File: src/rtl/fetch_prefetch_buffer_pkg.sv
// Shared fetch front-end constants and the prefetch FSM state type.
package fetch_prefetch_buffer_pkg;

    localparam int unsigned RISCV_ADDR_WIDTH  = 32;
    localparam int unsigned RISCV_WORD_WIDTH  = 32;
    localparam int unsigned RISCV_INSTR_BYTES = 4;

    typedef enum logic {
        ST_RUN   = 1'b0,
        ST_FLUSH = 1'b1
    } fetch_state_t;

endpackage

File: src/rtl/fetch_prefetch_buffer_sync_fifo.sv
// Single-clock FIFO with a registered head word and a synchronous flush.
module sync_fifo #(
    parameter int unsigned WIDTH = 32,
    parameter int unsigned DEPTH = 4
) (
    input  logic                     clk,
    input  logic                     rst_n,
    input  logic                     i_push,
    input  logic [WIDTH-1:0]         i_data,
    input  logic                     i_pop,
    input  logic                     i_flush,
    output logic                     o_full,
    output logic                     o_empty,
    output logic [$clog2(DEPTH):0]   o_count,
    output logic [WIDTH-1:0]         o_head
);

    localparam int unsigned PTR_W = $clog2(DEPTH);
    localparam int unsigned CNT_W = PTR_W + 1;

    logic [WIDTH-1:0] r_mem [DEPTH];
    logic [PTR_W-1:0] r_rd_ptr;
    logic [PTR_W-1:0] r_wr_ptr;
    logic [CNT_W-1:0] r_count;
    logic [WIDTH-1:0] r_head;

    logic             w_pop;
    logic [PTR_W-1:0] w_rd_ptr_nxt;
    logic [CNT_W-1:0] w_count_nxt;
    logic [WIDTH-1:0] w_head_nxt;

    always_comb begin
        w_pop        = i_pop && (r_count != '0);
        w_rd_ptr_nxt = r_rd_ptr + PTR_W'(w_pop);
        w_count_nxt  = r_count + CNT_W'(i_push) - CNT_W'(w_pop);
        // A push into a FIFO that is (or becomes) empty lands directly in the head.
        if (i_push && (r_count == CNT_W'(w_pop)))
            w_head_nxt = i_data;
        else
            w_head_nxt = r_mem[w_rd_ptr_nxt];
    end

    always_ff @(posedge clk or negedge rst_n) begin
        if (!rst_n) begin
            r_rd_ptr <= '0;
            r_wr_ptr <= '0;
            r_count  <= '0;
            r_head   <= '0;
        end else if (i_flush) begin
            r_rd_ptr <= '0;
            r_wr_ptr <= '0;
            r_count  <= '0;
        end else begin
            r_rd_ptr <= w_rd_ptr_nxt;
            r_wr_ptr <= r_wr_ptr + PTR_W'(i_push);
            r_count  <= w_count_nxt;
            r_head   <= w_head_nxt;
        end
    end

    always_ff @(posedge clk) begin
        if (i_push && !i_flush)
            r_mem[r_wr_ptr] <= i_data;
    end

    assign o_full  = (r_count == CNT_W'(DEPTH));
    assign o_empty = (r_count == '0);
    assign o_count = r_count;
    assign o_head  = r_head;

endmodule

File: src/rtl/fetch_prefetch_buffer.sv
// Instruction prefetcher: credit-limited sequential fetch into a FIFO, with
// redirect flush and discard of stale in-flight ROM responses.
module fetch_prefetch_buffer
    import fetch_prefetch_buffer_pkg::*;
#(
    parameter int unsigned           ADDR_WIDTH = RISCV_ADDR_WIDTH,
    parameter int unsigned           DEPTH      = 4,
    parameter logic [ADDR_WIDTH-1:0] RESET_PC   = '0
) (
    input  logic                  clk,
    input  logic                  rst_n,
    output logic                  mem_valid_o,
    output logic [ADDR_WIDTH-1:0] mem_addr_o,
    input  logic                  mem_ready_i,
    input  logic [31:0]           mem_rdata_i,
    input  logic                  redirect_i,
    input  logic [ADDR_WIDTH-1:0] redirect_pc_i,
    output logic                  instr_valid_o,
    output logic [31:0]           instr_o,
    output logic [ADDR_WIDTH-1:0] instr_pc_o,
    input  logic                  instr_ready_i
);

    localparam int unsigned           CNT_W      = $clog2(DEPTH) + 1;
    localparam int unsigned           FIFO_W     = RISCV_WORD_WIDTH + ADDR_WIDTH;
    localparam logic [ADDR_WIDTH-1:0] ALIGN_MASK = ~ADDR_WIDTH'(RISCV_INSTR_BYTES - 1);
    localparam logic [ADDR_WIDTH-1:0] PC_STEP    = ADDR_WIDTH'(RISCV_INSTR_BYTES);
    localparam logic [CNT_W:0]        OCC_LIMIT  = (CNT_W + 1)'(DEPTH);

    fetch_state_t          r_state;
    logic                  r_mem_valid;
    logic [ADDR_WIDTH-1:0] r_mem_addr;
    logic [ADDR_WIDTH-1:0] r_fetch_pc;
    logic [ADDR_WIDTH-1:0] r_req_pc;
    logic [CNT_W-1:0]      r_outstanding;
    logic [CNT_W-1:0]      r_discard;

    logic                  w_resp;
    logic                  w_pop;
    logic                  w_push;
    logic                  w_issue;
    logic                  w_fifo_full;
    logic                  w_fifo_empty;
    logic [CNT_W-1:0]      w_fifo_count;
    logic [CNT_W:0]        w_occ;
    logic [CNT_W-1:0]      w_outstanding_nxt;
    logic [CNT_W-1:0]      w_discard_nxt;
    logic [ADDR_WIDTH-1:0] w_redirect_pc;
    logic [FIFO_W-1:0]     w_fifo_head;

    always_comb begin
        w_redirect_pc = redirect_pc_i & ALIGN_MASK;
        // A response with nothing outstanding is a leftover from before reset.
        w_resp        = mem_ready_i && (r_outstanding != '0);
        w_pop         = !w_fifo_empty && instr_ready_i && !redirect_i;
        w_push        = w_resp && (r_discard == '0) && !redirect_i && (!w_fifo_full || w_pop);
        w_occ         = {1'b0, w_fifo_count} + {1'b0, r_outstanding};
        w_issue       = !redirect_i &&
                        ((w_occ < OCC_LIMIT) || ((w_occ == OCC_LIMIT) && w_pop));
        if (redirect_i) begin
            w_discard_nxt     = r_outstanding - CNT_W'(w_resp);
            w_outstanding_nxt = w_discard_nxt + CNT_W'(1);
        end else begin
            w_discard_nxt     = r_discard - CNT_W'(w_resp && (r_discard != '0));
            w_outstanding_nxt = r_outstanding - CNT_W'(w_resp) + CNT_W'(w_issue);
        end
    end

    // On redirect the target request is launched at once (on the bus next cycle),
    // so the first new instruction is visible two cycles after that.
    always_ff @(posedge clk or negedge rst_n) begin
        if (!rst_n) begin
            r_state       <= ST_RUN;
            r_mem_valid   <= 1'b0;
            r_mem_addr    <= RESET_PC & ALIGN_MASK;
            r_fetch_pc    <= RESET_PC & ALIGN_MASK;
            r_req_pc      <= '0;
            r_outstanding <= '0;
            r_discard     <= '0;
        end else begin
            r_req_pc      <= r_mem_addr;
            r_outstanding <= w_outstanding_nxt;
            r_discard     <= w_discard_nxt;
            if (redirect_i) begin
                r_mem_valid <= 1'b1;
                r_mem_addr  <= w_redirect_pc;
                r_fetch_pc  <= w_redirect_pc + PC_STEP;
                r_state     <= (w_discard_nxt != '0) ? ST_FLUSH : ST_RUN;
            end else begin
                r_mem_valid <= w_issue;
                if (w_issue) begin
                    r_mem_addr <= r_fetch_pc;
                    r_fetch_pc <= r_fetch_pc + PC_STEP;
                end
                if ((r_state == ST_FLUSH) && (w_discard_nxt == '0))
                    r_state <= ST_RUN;
            end
        end
    end

    sync_fifo #(
        .WIDTH (FIFO_W),
        .DEPTH (DEPTH)
    ) u_fifo (
        .clk     (clk),
        .rst_n   (rst_n),
        .i_push  (w_push),
        .i_data  ({mem_rdata_i, r_req_pc}),
        .i_pop   (w_pop),
        .i_flush (redirect_i),
        .o_full  (w_fifo_full),
        .o_empty (w_fifo_empty),
        .o_count (w_fifo_count),
        .o_head  (w_fifo_head)
    );

    assign mem_valid_o   = r_mem_valid;
    assign mem_addr_o    = r_mem_addr;
    assign instr_valid_o = !w_fifo_empty;
    assign instr_o       = w_fifo_head[FIFO_W-1 -: 32];
    assign instr_pc_o    = w_fifo_head[ADDR_WIDTH-1:0];

endmodule

File: config.mk
export PLATFORM = sky130hd
export DESIGN_NAME = fetch_prefetch_buffer
export DESIGN_NICKNAME = d
export VERILOG_FILES = /design/src/rtl/fetch_prefetch_buffer_pkg.sv /design/src/rtl/fetch_prefetch_buffer_sync_fifo.sv /design/src/rtl/fetch_prefetch_buffer.sv
export SDC_FILE = /design/constraint.sdc
export NUM_CORES = 1
export LEC_CHECK = 0
export CAP_MARGIN = 20
export CORE_ASPECT_RATIO = 0.6
export CORE_MARGIN = 3
export CORE_UTILIZATION = 63
export DETAILED_ROUTE_END_ITERATION = 8
export DONT_BUFFER_PORTS = 1
export PLACE_DENSITY = 0.78
export RECOVER_POWER = 100
export SKIP_LAST_GASP = 1
export SYNTH_ARGS = -nofsm -noshare
export SYNTH_HDL_FRONTEND = slang
export SYNTH_HIERARCHICAL = 1
export SYNTH_SLANG_ARGS = --single-unit
File: constraint.sdc
create_clock -name clk -period 8.8 [get_ports clk]
set_input_delay 0.88 -clock clk [delete_from_list [all_inputs] [get_ports clk]]
set_output_delay 0.88 -clock clk [all_outputs]
set_load 0.005 [all_outputs]
# After elaboration in Yosys (flattened, before gate mapping)
# Memory sizes are Yosys's and may differ from the RTL's.
# Cells that the tools add are included.
word_totals:
  regBits: 174
  ram_bits: 256
  output_inout_bits: 98
  word_cells: 62
  memories: 1
memory_table:
  columns: ["name", "words", "width", "read_ports", "rd_clocked_by_memory_dff", "wr", "line", "text"]
  rows:
  - ["u_fifo.r_mem", 4, 64, 1, 0, 1, "fetch_prefetch_buffer_sync_fifo.sv:21", "logic [WIDTH-1:0] r_mem [DEPTH];"]
op_classes:
  add_sub_neg: 11
  n_lt_le_gt_ge: 1
  eq_ne: 3
  n_mux: 13
  reduce_logical: 23
ops:
  columns: ["operator", "count"]
  rows:
  - ["2-to-1 mux 32 bit", 4]
  - ["adder 32 x 3 -> 32 bit, second input constant", 2]
  - ["2-to-1 mux 64 bit", 1]
  - ["logical AND 1 bit", 12]
  - ["2-to-1 mux 3 bit", 3]
  - ["nonzero test 3 bit", 3]
  - ["subtractor 3 x 1 -> 3 bit", 3]
  - ["adder 3 x 1 -> 3 bit", 2]
  - ["zero test 3 bit", 2]
  - ["adder 2 x 1 -> 2 bit", 2]
  - ["adder 3 x 3 -> 4 bit", 1]
  - ["equality test 4 x 3 -> 1 bit, second input constant", 1]
  - ["< comparator 4 x 3 -> 1 bit, second input constant", 1]
  - ["2-to-1 mux 2 bit", 2]
  - ["adder 3 x 1 -> 3 bit, second input constant", 1]
  - ["equality test 3 x 1 -> 1 bit", 1]
  - ["equality test 3 bit, second input constant", 1]
  - ["zero test 1 bit", 3]
  - ["2-to-1 mux 1 bit", 3]
  - ["logical OR 1 bit", 2]
  - ["nonzero test 2 bit", 1]

# Longest topological paths before layout
logic_depth:
  ltp_word: 9
  ltp_mapped: 12
  ltp_nobuf: 12

# Modules after synthesis
# The synthesis kept the hierarchy.
modules_own_cells:
  columns: ["mod", "instances", "cells_each", "area_each_um2", "seq_area_each_um2"]
  rows:
  - ["sync_fifo", 1, 586, 12388.1, 9464.1]
  - ["fetch_prefetch_buffer", 1, 490, 5014.8, 2427.3]

# Least setup slack after synthesis
# Ideal clock, no wire load.
synth_timing:
  kind: "input-to-reg"
  startpoint: "in redirect_i"
  endpoint: "mem u_fifo/r_mem[0][0] (netlist bit), enable pin"
  setup_time_ns: 0.578
  t_arrival_ns: 6.975
  t_required_ns: 8.222
  slack_ns: 1.247
  path_stages: 8
  n_path_buf: 4
  cell_sequence: "buf_6 -> buf_2 -> buf_1 -> buf_1 -> nor4_1 -> and3_1 -> nor2b_1 -> nor3b_1"
synth_via:
  elab_chain_cells: 7
synth_lines:
  columns: ["item", "line", "text"]
  rows:
  - ["start, declared", "fetch_prefetch_buffer.sv:16", "input logic redirect_i,"]
  - ["zero test 1 bit (*)", "fetch_prefetch_buffer.sv:55, fetch_prefetch_buffer.sv:56", null]
  - ["logical AND 1 bit", "fetch_prefetch_buffer.sv:55", "w_pop = !w_fifo_empty && instr_ready_i && !redirect_i;"]
  - ["logical OR 1 bit", "fetch_prefetch_buffer.sv:56", "w_push = w_resp && (r_discard == '0) && !redirect_i && (!w_fifo_full || w_pop);"]
  - ["logical AND 1 bit (*)", "fetch_prefetch_buffer.sv:56", null]
  - ["net w_push", "fetch_prefetch_buffer.sv:40", "logic w_push;"]
  - ["logical AND 1 bit (*)", "fetch_prefetch_buffer_sync_fifo.sv:62", "if (i_push && !i_flush)"]
  - ["2-to-1 mux 1 bit (*)", "fetch_prefetch_buffer_sync_fifo.sv:62", null]
  - ["2-to-1 mux 1 bit (implied by the code) (*)", "fetch_prefetch_buffer_sync_fifo.sv:63", "r_mem[r_wr_ptr] <= i_data;"]
  - ["end, declared", "fetch_prefetch_buffer_sync_fifo.sv:21", null]
# The timed path passes the listed nets; every way through them passes the cells marked *.

# Worst setup path after layout
layout_timing:
  startpoint: "reg u_fifo.r_count[1], in the netlist u_fifo/o_count[1]"
  endpoint: "mem u_fifo/r_mem[2][42] (netlist bit), enable pin"
layout_via:
  elab_chain_cells: 9
layout_lines:
  columns: ["item", "line", "text"]
  rows:
  - ["start, declared", "fetch_prefetch_buffer_sync_fifo.sv:24", "logic [CNT_W-1:0] r_count;"]
  - ["start signal, assigned", "fetch_prefetch_buffer_sync_fifo.sv:56", "r_count <= w_count_nxt;"]
  - ["zero test 3 bit", "fetch_prefetch_buffer_sync_fifo.sv:67", "assign o_empty = (r_count == '0);"]
  - ["net w_fifo_empty", "fetch_prefetch_buffer.sv:43", "logic w_fifo_empty;"]
  - ["zero test 1 bit", "fetch_prefetch_buffer.sv:55", null]
  - ["logical AND 1 bit (2 in a row)", "fetch_prefetch_buffer.sv:55", null]
  - ["logical OR 1 bit", "fetch_prefetch_buffer.sv:56", null]
  - ["logical AND 1 bit", "fetch_prefetch_buffer.sv:56", null]
  - ["net w_push", "fetch_prefetch_buffer.sv:40", null]
  - ["logical AND 1 bit", "fetch_prefetch_buffer_sync_fifo.sv:62", null]
  - ["2-to-1 mux 1 bit", "fetch_prefetch_buffer_sync_fifo.sv:62", null]
  - ["2-to-1 mux 1 bit (implied by the code)", "fetch_prefetch_buffer_sync_fifo.sv:63", null]
# The timed path passes the listed nets, and every way through them passes these cells.

==> results by group <==
Outcome
  – Status: finished with violations
  – Failing checks: capacitance limit, slew limit

Route
  – Final ANT Viol Nets: 0
  – Via count: 9444
  – Via/cell ratio: 6.45
  – Final WL: 37200 um
  – Routed len/inst: 25.4 um
  – # DRC: 0
  – Drt first-iter violations: 941
  – TritonRoute pass-1 iters: 5

Layout
  – # nets final: 1162
  – Fraction of layout cells with a size suffix above 1: ~13%
  – Fill cells: roughly 1700
  – # diodes: 0
  – FF/Latch Area: 11900 um^2
  – Synthesis-to-finish area growth: 8.48%
  – Multi-input logic area: roughly 5200 um^2

Synthesis
  – Synth area leader: edfxtp_1
  – EDFF count, synth: 256
  – Yosys reg bits: 424
  – Post-synthesis xor/xnor area fraction: 2.77%
  – Compound-Gate Fraction of Synth Area: 6.59%
  – Synthesized area per cell: 16.2 um^2
  – Syn Inst Count: 1076
  – Synth top cells by count: edfxtp_1 (256), dfrtp_1 (168), and2_1 (66)
  – Area share of and/or/nand/nor cells after synthesis: a little under 8%
  – Post-synthesis mux area share: 11.0%
  – Most common cell in the netlist: edfxtp_1
  – Largest family of logic cells by synthesized area: multiplexers
  – Synthesis Warnings: 6
  – Synth Area in Adders: 1.24%
  – Netlist Area Pre-Place: 17400 um^2
  – Synth unique cells: 57
  – Synth async-reset ratio: 39.6%
  – Sequential-to-total area share from yosys stat: 68.3%
  – Top area cells in the synthesized netlist: edfxtp_1 (44%), dfrtp_1 (24%), mux4_2 (8.3%)
  – Yosys top cell area share: 44.2%
  – Primary FF master, synth: edfxtp_1

Clocking
  – Clk root buf: clkbuf_16
  – Clk buf depth: 3
  – H-Tree Depth: 2
  – CTS Buf Count: 37
  – CTS tree: built
  – # Post-CTS Setup Buffers: 0
  – Clk_lat worst skew: between 0.5 and 0.6 ns
  – Worst-path clk slew: 0.06 ns
  – CTS sink cnt: between 400 and 500
  – PostCTS Resize Cnt: 0
  – # hold bufs at CTS: 0

Global route
  – Largest net degree at the start of global routing: 197
  – Vias in the first global route: 9630
  – Initial antenna violation count: 0
  – GR Util All Layers: 25.6%
  – Grt ovf: 0
  – First-pass GRT wire length: just under 60000 um

Power and ir drop
  – Clk pwr share: a little over a third
  – Pleak: 6.87 nW
  – Internal power: 0.00354 W
  – Power share of the sequential group: between 50% and 60%
  – Comb pwr share: 9.7%
  – Peak supply drop: 165 uV
  – Net Sw Power: 0.00116 W
  – Switching share of power: 24.7%
  – Pwr/cell area: 249 nW/um^2

STA
  – Least-Margin Pin Slew: 4.35 ns
  – Minimum hold slack: 0.0419 ns
  – Endpoints failing setup: 0
  – Setup_tns: 0 ns
  – Final hold violations: 0
  – Fin. max-slew vios: approximately 310
  – Fmax achieved: 169 MHz
  – Final min period: 5.93 ns
  – RSZ-0062 raised after global routing: no
  – Slew HR: -190%
  – Clock skew: approximately 0.019 ns
  – Final worst-path cycle share: 67.4%
  – Setup WS post-layout: 2.87 ns

Critical path
  – Critical Path AT: 6.00 ns
  – Critical path required time: 8.87 ns
  – Worst setup SP type: flip-flop
  – CP top delay family: simple AND/OR/NAND/NOR gates
  – Setup crit end kind: flip-flop
  – Worst path max stage delay: 2.26 ns
  – Most used cell, CP: nand2_1
  – FF-to-FF path depth: 8
  – Kind of critical path: flip-flop to flip-flop
  – Reg2reg setup slack: 2.87 ns
  – Worst Path Buf+Inv: 1
  – Worst reg2reg path startpoint: u_fifo/o_count[1]
  – CP max-delay cell: clkbuf_1
  – CP Max Fanout: 47
  – Crit path cell chain: nor3_1 -> or3b_1 -> nand2_1 -> and3_1 -> nor2b_1 -> nand2_1 -> nor2_1 -> clkbuf_1
  – Worst R2R End: u_fifo/r_mem[2][42]

Floorplanning
  – Die width: around 220 um
  – Rows: between 40 and 50
  – Die H: 135 um
  – Core area: 26800 um^2
  – Die area: 29700 um^2
  – I/O pin count: 167
  – Initial Utilization: about two thirds

Placement
  – Post-DP HPWL: around 22000 um
  – GP Congestion: 0.880
  – Setup WS pre-CTS: 4.62 ns
  – PortBufs: 0

Run
  – Max-cap violation count: 7

Worst hold path
  – Min-delay worst type: input pin to async pin
-- stage by stage --
stage | instance area, um^2 | utilization [%] | total power (W) | instances
6_report | 18900 | 70.5 | 0.00470 | 1465
5_1_grt | 18900 | 70.5 | 0.00490 | 1465
4_1_cts | 19000 | 70.8 | 0.00474 | 1465
3_5_place_dp | 17700 | 66.2 | 0.00305 | 1398
3_3_place_gp | 17700 | 66.2 | 0.00302 | 1398
2_1_floorplan | 17400 | - | 0.00287 | 1087
-- cell families (layout without fill, tap and decap cells) --
kind of cell	after synthesis	count (layout)
fa+ha+maj	16	16
simple gates	248	248
other cells	1	12
xor+xnor	55	55
buf+inv	78	96
flops	424	424
compound gates	144	144
mux	110	110
-- how the worst max path moves through the flow --
stage                            startpoint                  end  slack (ns)  cells past startpoint
after global routing      u_fifo/o_count[1]  u_fifo/r_mem[2][23]        2.49                      8
after floorplan                  redirect_i   u_fifo/r_mem[0][0]        1.25                      8
after CTS                 u_fifo/o_count[1]    u_fifo/o_head[13]        4.77                      8
after detailed placement         redirect_i    u_fifo/o_head[14]        4.62                      7
after global placement           redirect_i     u_fifo/o_head[8]        4.66                      7
final                     u_fifo/o_count[1]  u_fifo/r_mem[2][42]        2.87                      8
-- layer usage --
metal  up-vias  share of wire (%)  track usage [%]
met5         -                  0                0
met2       372                 46             37.4
met4         0                1.6             5.18
li1       4135                  -                -
met3        52                8.4             6.36
met1      4885                 44             40.2
-- state kept, by name, indices dropped and copies added, names as in the netlist --
register and flops:
mem_addr_o 30, mem_valid_o 1, r_discard 3, r_fetch_pc 30
r_outstanding 3, r_req_pc 30, u_fifo/o_count 3, u_fifo/o_head 64
u_fifo/r_mem 256, u_fifo/r_rd_ptr 2, u_fifo/r_wr_ptr 2
-- cell usage in the layout, fill, tap and decap left out, drive strengths merged, types with 6 or more instances in the layout --
master,n
nand3,20
nand4,13
conb,12
dfrtp,168
mux2i,39
nor3,19
xnor2,36
xor2,19
and2,66
nor2b,6
mux2,7
a21oi,13
mux4,64
o21ai,38
nor2,27
nand2,65
nor4,6
bufinv,7
a221o,64
clkbuf,54
inv,21
ha,14
edfxtp,256
clkinv,9
-- power by group through the flow --
| stage | Combinational (W) | Sequential, W | Clock (W) |
|---|---|---|---|
| final | 0.000455 | 0.00255 | 0.00169 |
| after global routing | 0.000508 | 0.00258 | 0.00181 |
| after CTS | 0.000459 | 0.00255 | 0.00172 |
| after detailed placement | 0.000455 | 0.00259 | 0 |
| after global placement | 0.000439 | 0.00258 | 0 |
| after floorplan | 0.000383 | 0.00249 | 0 |
-- worst reg2reg max path: stages, from the launching register on --
cell,delay [ns]
dfrtp_1,0.54
nor3_1,0.19
or3b_1,0.45
nand2_1,0.09
and3_1,0.24
nor2b_1,0.26
nand2_1,0.09
nor2_1,1.32
clkbuf_1,2.27
-- area by class of cell --
class                   count  area share [%]
flip-flops and latches    424            63.0
multi-input cells         585            27.4
clock buffers              48            5.18
well taps                 360            2.39
clock inverters            19            1.44
inverters                  19           0.378
repair buffers             10           0.278
Note: power is estimated with default switching activity, not from simulation.
